**config.mk**
```make
export PLATFORM = sky130hd
export DESIGN_NAME = bist_march_sequencer
export DESIGN_NICKNAME = d
export VERILOG_FILES = /design/src/rtl/bist_march_sequencer.sv
export SDC_FILE = /design/constraint.sdc
export NUM_CORES = 1
export LEC_CHECK = 0
export BUFFER_PORTS_ARGS = -buffer_cell sky130_fd_sc_hd__buf_2
export CORE_ASPECT_RATIO = 1.2
export CORE_MARGIN = 2
export CORE_UTILIZATION = 58
export CTS_BUF_LIST = sky130_fd_sc_hd__clkbuf_2 sky130_fd_sc_hd__clkbuf_4 sky130_fd_sc_hd__clkbuf_8
export DETAILED_ROUTE_END_ITERATION = 10
export PLACE_DENSITY = 0.81
export SLEW_MARGIN = 25
export SYNTH_ARGS = -nofsm -noshare
export SYNTH_HDL_FRONTEND = slang
export SYNTH_SLANG_ARGS = --single-unit
```
**constraint.sdc**
```tcl
create_clock -name clk -period 3 [get_ports clk]
set_input_delay 0.6 -clock clk [delete_from_list [all_inputs] [get_ports clk]]
set_output_delay 0.6 -clock clk [all_outputs]
set_load 0.005 [all_outputs]
```
**src/rtl/bist_march_sequencer.sv**
```systemverilog
// March C- BIST sequencer.
// Runs the six-element March C- algorithm over an SRAM of 2**ADDR_W words.
// It issues one read or write per cycle and checks each read one cycle
// after it was issued. It records the first failing address and element,
// and counts miscompares in a saturating counter.
// test_mode drives the normal/test SRAM mux select and follows busy.
`timescale 1ns/1ps

module bist_march_sequencer #(
    parameter int ADDR_W = 6,
    parameter int DATA_W = 8,
    parameter int CNT_W  = 8
) (
    input  logic              clk,
    input  logic              rst_n,
    input  logic              start,
    output logic [ADDR_W-1:0] mem_addr,
    output logic              mem_we,
    output logic              mem_re,
    output logic [DATA_W-1:0] mem_wdata,
    input  logic [DATA_W-1:0] mem_rdata,
    output logic              test_mode,
    output logic              busy,
    output logic              done,
    output logic              fail,
    output logic [ADDR_W-1:0] fail_addr,
    output logic [2:0]        fail_elem,
    output logic [CNT_W-1:0]  fail_count
);

    typedef enum logic [1:0] {
        S_IDLE,
        S_RUN,
        S_DRAIN,
        S_DONE
    } state_t;

    // M0..M5; M0 and M5 hold one op per address, the others hold two.
    localparam logic [2:0] ELEM_FIRST = 3'd0;
    localparam logic [2:0] ELEM_LAST  = 3'd5;

    state_t            state;
    logic [2:0]        elem;      // march element of the op now on the bus
    logic              phase;     // 0 = first op at this address, 1 = second

    // Op that follows the one currently on the bus
    logic [2:0]        nxt_elem;
    logic              nxt_phase;
    logic [ADDR_W-1:0] nxt_addr;
    logic              nxt_we;
    logic              at_end;
    logic              seq_end;
    logic              launch;

    // Compare pipeline: expectation for the read issued last cycle
    logic              cmp_valid;
    logic [DATA_W-1:0] cmp_exp;
    logic [ADDR_W-1:0] cmp_addr;
    logic [2:0]        cmp_elem;

    // M3 and M4 walk the addresses downward; all other elements walk upward.
    function automatic logic is_desc(input logic [2:0] e);
        return (e == 3'd3) || (e == 3'd4);
    endfunction

    function automatic logic two_ops(input logic [2:0] e);
        return (e != ELEM_FIRST) && (e != ELEM_LAST);
    endfunction

    // Background written by each element: M0 w0, M1 w1, M2 w0, M3 w1, M4 w0.
    function automatic logic [DATA_W-1:0] write_bg(input logic [2:0] e);
        return {DATA_W{e[0]}};
    endfunction

    // Background read by each element: M1 r0, M2 r1, M3 r0, M4 r1, M5 r0.
    function automatic logic [DATA_W-1:0] read_bg(input logic [2:0] e);
        return {DATA_W{~e[0]}};
    endfunction

    assign launch = start && ((state == S_IDLE) || (state == S_DONE));

    // Work out the next op: finish the address, then step the address, then step the element.
    always_comb begin
        // NOTE: every signal gets a default first, so no path can leave it unassigned and infer a latch.
        nxt_elem  = elem;
        nxt_phase = phase;
        nxt_addr  = mem_addr;
        seq_end   = 1'b0;
        at_end    = is_desc(elem) ? (mem_addr == '0) : (mem_addr == '1);

        if (two_ops(elem) && !phase) begin
            nxt_phase = 1'b1;
        end else if (!at_end) begin
            nxt_phase = 1'b0;
            nxt_addr  = is_desc(elem) ? mem_addr - 1'b1 : mem_addr + 1'b1;
        end else if (elem == ELEM_LAST) begin
            seq_end = 1'b1;
        end else begin
            nxt_elem  = elem + 3'd1;
            nxt_phase = 1'b0;
            nxt_addr  = is_desc(elem + 3'd1) ? '1 : '0;
        end

        // M0 only writes; in the other two-op elements the second op is the write.
        nxt_we = (nxt_elem == ELEM_FIRST) || nxt_phase;
    end

    // Sequencer FSM; each bus output is registered from the next-op decode.
    always_ff @(posedge clk or negedge rst_n) begin
        if (!rst_n) begin
            // NOTE: sequential state is assigned with <= only. All registers then update together at the clock edge.
            state     <= S_IDLE;
            elem      <= ELEM_FIRST;
            phase     <= 1'b0;
            mem_addr  <= '0;
            mem_we    <= 1'b0;
            mem_re    <= 1'b0;
            mem_wdata <= '0;
            test_mode <= 1'b0;
            busy      <= 1'b0;
            done      <= 1'b0;
        end else begin
            case (state)
                S_IDLE, S_DONE: begin
                    if (start) begin
                        // First op of M0: write the zero background at address 0
                        state     <= S_RUN;
                        elem      <= ELEM_FIRST;
                        phase     <= 1'b0;
                        mem_addr  <= '0;
                        mem_we    <= 1'b1;
                        mem_re    <= 1'b0;
                        mem_wdata <= write_bg(ELEM_FIRST);
                        test_mode <= 1'b1;
                        busy      <= 1'b1;
                        done      <= 1'b0;
                    end
                end

                S_RUN: begin
                    if (seq_end) begin
                        // Release the bus; the last M5 read is checked during DRAIN
                        state     <= S_DRAIN;
                        elem      <= ELEM_FIRST;
                        phase     <= 1'b0;
                        mem_addr  <= '0;
                        mem_we    <= 1'b0;
                        mem_re    <= 1'b0;
                        mem_wdata <= '0;
                    end else begin
                        elem      <= nxt_elem;
                        phase     <= nxt_phase;
                        mem_addr  <= nxt_addr;
                        mem_we    <= nxt_we;
                        mem_re    <= !nxt_we;
                        mem_wdata <= nxt_we ? write_bg(nxt_elem) : '0;
                    end
                end

                S_DRAIN: begin
                    state     <= S_DONE;
                    test_mode <= 1'b0;
                    busy      <= 1'b0;
                    done      <= 1'b1;
                end

                default: begin
                    state <= S_IDLE;
                end
            endcase
        end
    end

    // Capture each read's expectation, then check mem_rdata one cycle later.
    always_ff @(posedge clk or negedge rst_n) begin
        if (!rst_n) begin
            cmp_valid  <= 1'b0;
            cmp_exp    <= '0;
            cmp_addr   <= '0;
            cmp_elem   <= ELEM_FIRST;
            fail       <= 1'b0;
            fail_addr  <= '0;
            fail_elem  <= ELEM_FIRST;
            fail_count <= '0;
        end else begin
            cmp_valid <= mem_re;
            if (mem_re) begin
                cmp_exp  <= read_bg(elem);
                cmp_addr <= mem_addr;
                cmp_elem <= elem;
            end

            if (launch) begin
                // A new run starts with clean results. No read is pending in IDLE or DONE.
                fail       <= 1'b0;
                fail_addr  <= '0;
                fail_elem  <= ELEM_FIRST;
                fail_count <= '0;
            end else if (cmp_valid && (mem_rdata != cmp_exp)) begin
                fail <= 1'b1;
                if (fail_count != '1) begin
                    fail_count <= fail_count + 1'b1;
                end
                if (!fail) begin
                    fail_addr <= cmp_addr;
                    fail_elem <= cmp_elem;
                end
            end
        end
    end

endmodule

```
# Word-level counts from Yosys, hierarchy flattened

Cells that the tools add are included.
W data, S select, Z words.

Flip-flop bits (word level): 53
Logic and storage cells: 113

Add/sub/neg operators: 4
Equality and inequality tests: 17
Multiplexer cells: 49
Bitwise gates (word level): 1
Reduce and logical (&&, ||, !) cells: 25

Operators with widths:

| cell                  | count |
|---|---|
| $mux W6               | 10 |
| $mux W8               | 6 |
| $mux W3               | 8 |
| $pmux W8 S2           | 1 |
| $mux W1               | 14 |
| $pmux W6 S2           | 1 |
| $pmux W1 S2           | 5 |
| $reduce_and A2 Y1     | 5 |
| $eq A3 B3 Y1 const B  | 3 |
| $add A8 B1 Y8 const B | 1 |
| $ne A8 B8 Y1          | 1 |
| $ne A8 B8 Y1 const B  | 1 |
| $reduce_bool A2 Y1    | 4 |
| $add A6 B1 Y6 const B | 1 |
| $eq A3 B2 Y1 const B  | 2 |
| $eq A6 B6 Y1 const B  | 1 |
| $logic_not A6 Y1      | 1 |
| $ne A3 B3 Y1 const B  | 2 |
| $pmux W2 S3           | 1 |
| $pmux W3 S2           | 1 |
| $sub A6 B1 Y6 const B | 1 |
| $eq A2 B2 Y1 const B  | 2 |
| $logic_and A1 B1 Y1   | 4 |
| $logic_or A1 B1 Y1    | 4 |
| other kinds (13)      | 16 |

# Longest topological paths before layout

Word-level depth: 10
Mapped depth: 11

# Worst setup path before layout

OpenSTA, ideal clock, no wires.

Path type: register to register
Start: reg elem[0]
End: reg mem_addr[5]
Library setup time: 101 ps
Arrival: 2317 ps
Slack: 582 ps
Stages on the path, launching flop included: 11
Buffers on the path: 0
Cells stage by stage: dfrtp_1 > inv_1 > ha_1 > mux2_4 > ha_1 > a211oi_1 > o21bai_1 > a21oi_1 > xnor2_1 > a31oi_1 > o32ai_1

Longest elaborated chain between the ends: 9

Ends and longest elaborated chain:

| item                                         | RTL line | RTL |
|---|---|---|
| start, declared                              | 43       | `logic [2:0] elem;` |
| start signal, assigned                       | 151      | `elem <= nxt_elem;` |
| $add A3 B1 Y3                                | 101      | `nxt_addr = is_desc(elem + 3'd1) ? '1 : '0;` |
| $eq A3 B2 Y1 or $eq A3 B3 Y1 (tied branches) | 63       | `return (e == 3'd3) \|\| (e == 3'd4);` |
| $logic_or A1 B1 Y1                           | 63       |  |
| $mux W6                                      | 101      |  |
| $mux W6                                      | 96       | `end else if (elem == ELEM_LAST) begin` |
| $mux W6                                      | 93       | `end else if (!at_end) begin` |
| $mux W6                                      | 91       | `if (two_ops(elem) && !phase) begin` |
| $mux W6                                      | 141      | `if (seq_end) begin` |
| $pmux W6 S2                                  | 123      | `case (state)` |
| end signal, assigned                         | 153      | `mem_addr <= nxt_addr;` |
| end, declared                                | 17       | `output logic [ADDR_W-1:0] mem_addr,` |

Parallel ways exist; a longest one is shown, timed or not. The select of a mux whose other input is x is not followed.
A chain may end at the register's enable or synchronous reset.

# Worst setup path after layout

Ends and elaborated chain as after synthesis.

==> impl_results.html <==
<table>
<tr><th>Metric</th><th>Value</th></tr>
<tr><th colspan="2">Logic synthesis</th></tr>
<tr><td>Synth warnings</td><td>0</td></tr>
<tr><td>Synthesized instance count</td><td>244</td></tr>
<tr><td>Sequential element share of the synthesized area</td><td>44.34%</td></tr>
<tr><td>Commonest register cell after synthesis</td><td>dfrtp_1</td></tr>
<tr><td>Most used standard cells in the synthesized netlist</td><td>46 x dfrtp_1, 24 x nor2_1, 18 x nand2_1</td></tr>
<tr><td>Share of synthesized flip-flops with an asynchronous set or reset</td><td>100.0%</td></tr>
<tr><td>Synth top area share</td><td>44.34%</td></tr>
<tr><td>Dominant cell by count in the synthesized netlist</td><td>dfrtp_1</td></tr>
<tr><td>Post-Synthesis Mean Instance Area</td><td>10.64 sq um</td></tr>
<tr><td>EDFF count, synth</td><td>0</td></tr>
<tr><td>Number of nets in the synthesized netlist</td><td>269</td></tr>
<tr><td>Most area-consuming cells after synthesis</td><td>dfrtp_1 44%, ha_1 6.3%, mux2_2 4.8%</td></tr>
<tr><td>Yosys top cell by area</td><td>dfrtp_1</td></tr>
<tr><td>Cell area after synthesis</td><td>2596 sq um</td></tr>
<tr><td>Number of synthesized register bits</td><td>46</td></tr>
<tr><td>Number of distinct library cells after synthesis</td><td>55</td></tr>
<tr><th colspan="2">Clocking</th></tr>
<tr><td>Source-to-sink clock delay at the later pin of the worst-skew pair</td><td>0.30 ns</td></tr>
<tr><td>Clock tree buffer depth</td><td>2</td></tr>
<tr><td>Clock tree from TritonCTS</td><td>yes</td></tr>
<tr><td>Hold-fix buffers, CTS</td><td>0</td></tr>
<tr><td>Number of clock buffers inserted by TritonCTS</td><td>5</td></tr>
<tr><td>Clock-pin slew on the worst setup and hold paths</td><td>0.09 ns</td></tr>
<tr><td>Post-CTS repair timing setup buffer count</td><td>0</td></tr>
<tr><td>Cells resized by post-CTS repair</td><td>0</td></tr>
<tr><td>Clock Sink Count</td><td>46</td></tr>
<tr><td>CTS H-Tree Depth</td><td>2</td></tr>
<tr><td>Clk root buf</td><td>clkbuf_8</td></tr>
<tr><th colspan="2">Global route</th></tr>
<tr><td>Busiest metal layer after global routing</td><td>met2</td></tr>
<tr><td>Overall fraction of global-route tracks in use</td><td>21.52%</td></tr>
<tr><td>Met1 capacity usage during global routing</td><td>26.04%</td></tr>
<tr><td>GR Layer Usage met2</td><td>36.80%</td></tr>
<tr><td>Via count of the first global-routing pass</td><td>1,870</td></tr>
<tr><td>Global-route wire length before repair</td><td>8.431 mm</td></tr>
<tr><td>Leftover overflow at the end of global routing</td><td>0</td></tr>
<tr><td>Largest net degree at the start of global routing</td><td>47</td></tr>
<tr><td>Antenna violations before repair</td><td>0</td></tr>
<tr><td>Global routing usage on met3</td><td>4.399%</td></tr>
<tr><th colspan="2">Timing</th></tr>
<tr><td>Final critical path time including I/O delays and setup</td><td>2.691 ns</td></tr>
<tr><td>Final Max Slew Viols</td><td>0</td></tr>
<tr><td>Setup repair after global routing missed its margin</td><td>no</td></tr>
<tr><td>Minimum setup slack in the final design</td><td>0.3087 ns</td></tr>
<tr><td>Actual slew at the worst max-slew pin</td><td>0.9332 ns</td></tr>
<tr><td>Post-route clock skew</td><td>0.009525 ns</td></tr>
<tr><td>Highest clock rate</td><td>371.6 MHz</td></tr>
<tr><td>Tightest slew margin relative to the limit</td><td>37.45%</td></tr>
<tr><td>Worst hold margin</td><td>0.2838 ns</td></tr>
<tr><td>Final Setup Violations</td><td>0</td></tr>
<tr><td>Final hold violation count</td><td>0</td></tr>
<tr><td>Period Utilization, post-route</td><td>89.71%</td></tr>
<tr><td>Final sum of negative setup slack</td><td>0 ns</td></tr>
<tr><th colspan="2">Die</th></tr>
<tr><td>Boundary Pins</td><td>48</td></tr>
<tr><td>Die Area</td><td>5030 sq um</td></tr>
<tr><td>Effective utilization at floorplan</td><td>60.46%</td></tr>
<tr><td>Die span in y</td><td>77.29 microns</td></tr>
<tr><td>Total core area</td><td>4294 sq um</td></tr>
<tr><td>Standard-cell rows</td><td>26</td></tr>
<tr><td>Horiz. Die Dim</td><td>65.08 microns</td></tr>
<tr><th colspan="2">Run</th></tr>
<tr><td>Number of max-cap violations</td><td>0</td></tr>
<tr><th colspan="2">Finish</th></tr>
<tr><td>Share of layout cells above drive strength 1</td><td>30.04%</td></tr>
<tr><td>Inserted Diodes</td><td>0</td></tr>
<tr><td>Final design instance area without fill</td><td>2930 sq um</td></tr>
<tr><td>Relative area change from synthesis to final layout</td><td>12.87%</td></tr>
<tr><td>Total Nets Final</td><td>307</td></tr>
<tr><td># fillers</td><td>342</td></tr>
<tr><th colspan="2">Critical path</th></tr>
<tr><td>Peak fanout along the critical path</td><td>9</td></tr>
<tr><td>CP Launch Point</td><td>elem[0]$_DFFE_PN0P_</td></tr>
<tr><td>Crit-path slowest cell</td><td>dfrtp_1</td></tr>
<tr><td>Crit path required time</td><td>3.20 ns</td></tr>
<tr><td>Type of the worst setup path</td><td>flop to flop</td></tr>
<tr><td>Crit path arrival time</td><td>2.89 ns</td></tr>
<tr><td>R2r endpoint</td><td>mem_addr[5]$_DFFE_PN0P_</td></tr>
<tr><td>Kind of start point of the critical path</td><td>flop</td></tr>
<tr><td>Category of the worst setup path capture point</td><td>flop</td></tr>
<tr><td>Most common cell type on the critical path</td><td>ha_1</td></tr>
<tr><td>Series of cell instances along the critical path</td><td>inv_1 -&gt; ha_1 -&gt; mux2_4 -&gt; ha_1 -&gt; a211oi_1 -&gt; o21bai_1 -&gt; a21oi_1 -&gt; xnor2_1 -&gt; a31oi_1 -&gt; o32ai_1</td></tr>
<tr><td>Worst reg-to-reg setup slack</td><td>0.31 ns</td></tr>
<tr><td>Beginning of the worst register-to-register path</td><td>elem[0]$_DFFE_PN0P_</td></tr>
<tr><td>Delay of the slowest cell on the worst path</td><td>0.50 ns</td></tr>
<tr><td>Capture point of the critical path</td><td>mem_addr[5]$_DFFE_PN0P_</td></tr>
<tr><td>Worst-case reg-to-reg path depth</td><td>10</td></tr>
<tr><th colspan="2">Routing</th></tr>
<tr><td>Drt first-iter violations</td><td>95</td></tr>
<tr><td>Detailed-route via count</td><td>1,936</td></tr>
<tr><td>Routed wirelength normalized by instance count</td><td>14.99 microns</td></tr>
<tr><td>Post-DR vias/cell</td><td>5.711</td></tr>
<tr><td>Wirelength, routed</td><td>5.082 mm</td></tr>
<tr><td>Iteration count of the initial detailed-routing pass</td><td>4</td></tr>
<tr><td>DRC errors left</td><td>0</td></tr>
<tr><td>Number of nets still failing antenna checks after routing</td><td>0</td></tr>
<tr><th colspan="2">Placed design</th></tr>
<tr><td>Placed inst area</td><td>2790 sq um</td></tr>
<tr><td>Total half-perimeter wirelength after legalization and detailed placement</td><td>3.671 mm</td></tr>
<tr><td>Worst slack after detailed placement</td><td>0.3632 ns</td></tr>
<tr><td>Placer's final routability congestion estimate</td><td>0.8641</td></tr>
<tr><td>Count of buffers from port buffering</td><td>47</td></tr>
<tr><th colspan="2">Power and ir drop</th></tr>
<tr><td>Reported leakage power</td><td>1.499 nW</td></tr>
<tr><td>Areal power density over the cells</td><td>617.2 nW/um^2</td></tr>
<tr><td>Overall power of the completed layout</td><td>1.809 mW</td></tr>
<tr><td>Peak VDD IR</td><td>0.3618 mV</td></tr>
<tr><th colspan="2">Status</th></tr>
<tr><td>Result of the run</td><td>complete, no violations</td></tr>
<tr><th colspan="2">Hold path</th></tr>
<tr><td>Hold Path Class</td><td>primary input to asynchronous set/reset pin</td></tr>
</table>
-- registers in the layout, summed over array words and instances, names as in the netlist, 2 cells and up --
name / count
fail_addr: 6
fail_elem: 3
fail_count: 8
elem: 3
state: 2
mem_addr: 6
cmp_elem: 3
cmp_addr: 6
-- per-stage QoR --
step	util, %	cells
2_1_floorplan	-	244
3_3_place_gp	64.98	331
3_5_place_dp	64.98	331
4_1_cts	68.18	339
5_1_grt	68.24	339
6_report	68.24	339
-- power by group --
group	total, mW	leakage [nW]	internal, mW	switching (mW)
sequential	0.727	0.622	0.668	0.0593
clock	0.542	0.0683	0.334	0.208
combinational	0.540	0.808	0.201	0.339
total	1.81	1.50	1.20	0.606
-- cells in the final DEF (no fill, tap or decap), types with 6 or more instances in the layout --
cell type,Yosys,final
a21oi_1,13,13
buf_2,2,46
dfrtp_1,46,46
ha_1,13,13
inv_1,12,12
mux2_2,11,11
mux2i_1,10,10
nand2_1,18,18
nand4_1,6,6
nor2_1,24,24
-- final cells by class --
cell class	instances	area [sq um]	share of cell area [%]
clock buffer	5	68.82	2.348
clock inverter	3	68.82	2.348
inverter	13	51.30	1.751
multi-input combinational	168	1275	43.51
sequential	46	1151	39.28
tap	56	70.07	2.391
timing repair buffer	48	245.2	8.369
-- critical path: cells and delay by family (launching register included) --
| kind | cells | cell delay (ns) |
|---|---|---|
| XOR/XNOR | 1 | 0.17 |
| multiplexers | 1 | 0.32 |
| adder cells (fa/ha/maj) | 2 | 0.54 |
| buffers and inverters | 1 | 0.14 |
| AO/OA/AOI/OAI | 5 | 0.93 |
| flip-flops | 1 | 0.50 |
-- kinds of logic (layout without fill, tap and decap cells) --
family	after synthesis	count (layout)	share of synthesized area, %
AND/OR/NAND/NOR	70	70	14.55
AO/OA/AOI/OAI	52	52	14.94
flip-flops	46	46	44.34
buffers and inverters	30	69	6.554
multiplexers	22	22	9.205
adder cells (fa/ha/maj)	14	14	7.036
XOR/XNOR	10	10	3.373
-- per-layer routing --
| layer | vias up | wire, microns |
|---|---|---|
| li1 | 933 | - |
| met1 | 932 | 2170 |
| met2 | 60 | 2549 |
| met3 | 11 | 223 |
| met4 | 0 | 138 |
| met5 | - | 0 |
-- worst min-delay path by stage --
stage / slack, ns / from / to / cells after the start
3_3_place_gp: 0.49 / mem_we$_DFFE_PN0P_ / mem_we$_DFFE_PN0P_ / 1
2_1_floorplan: 0.30 / rst_n / busy$_DFFE_PN0P_ / 0
5_1_grt: 0.32 / rst_n / fail_addr[4]$_DFFE_PN0P_ / 1
4_1_cts: 0.50 / rst_n / fail_addr[4]$_DFFE_PN0P_ / 1
3_5_place_dp: 0.49 / mem_we$_DFFE_PN0P_ / mem_we$_DFFE_PN0P_ / 1
6_report: 0.28 / rst_n / fail_count[5]$_DFFE_PN0P_ / 1
No activity file was read; power rests on OpenSTA's default activity.
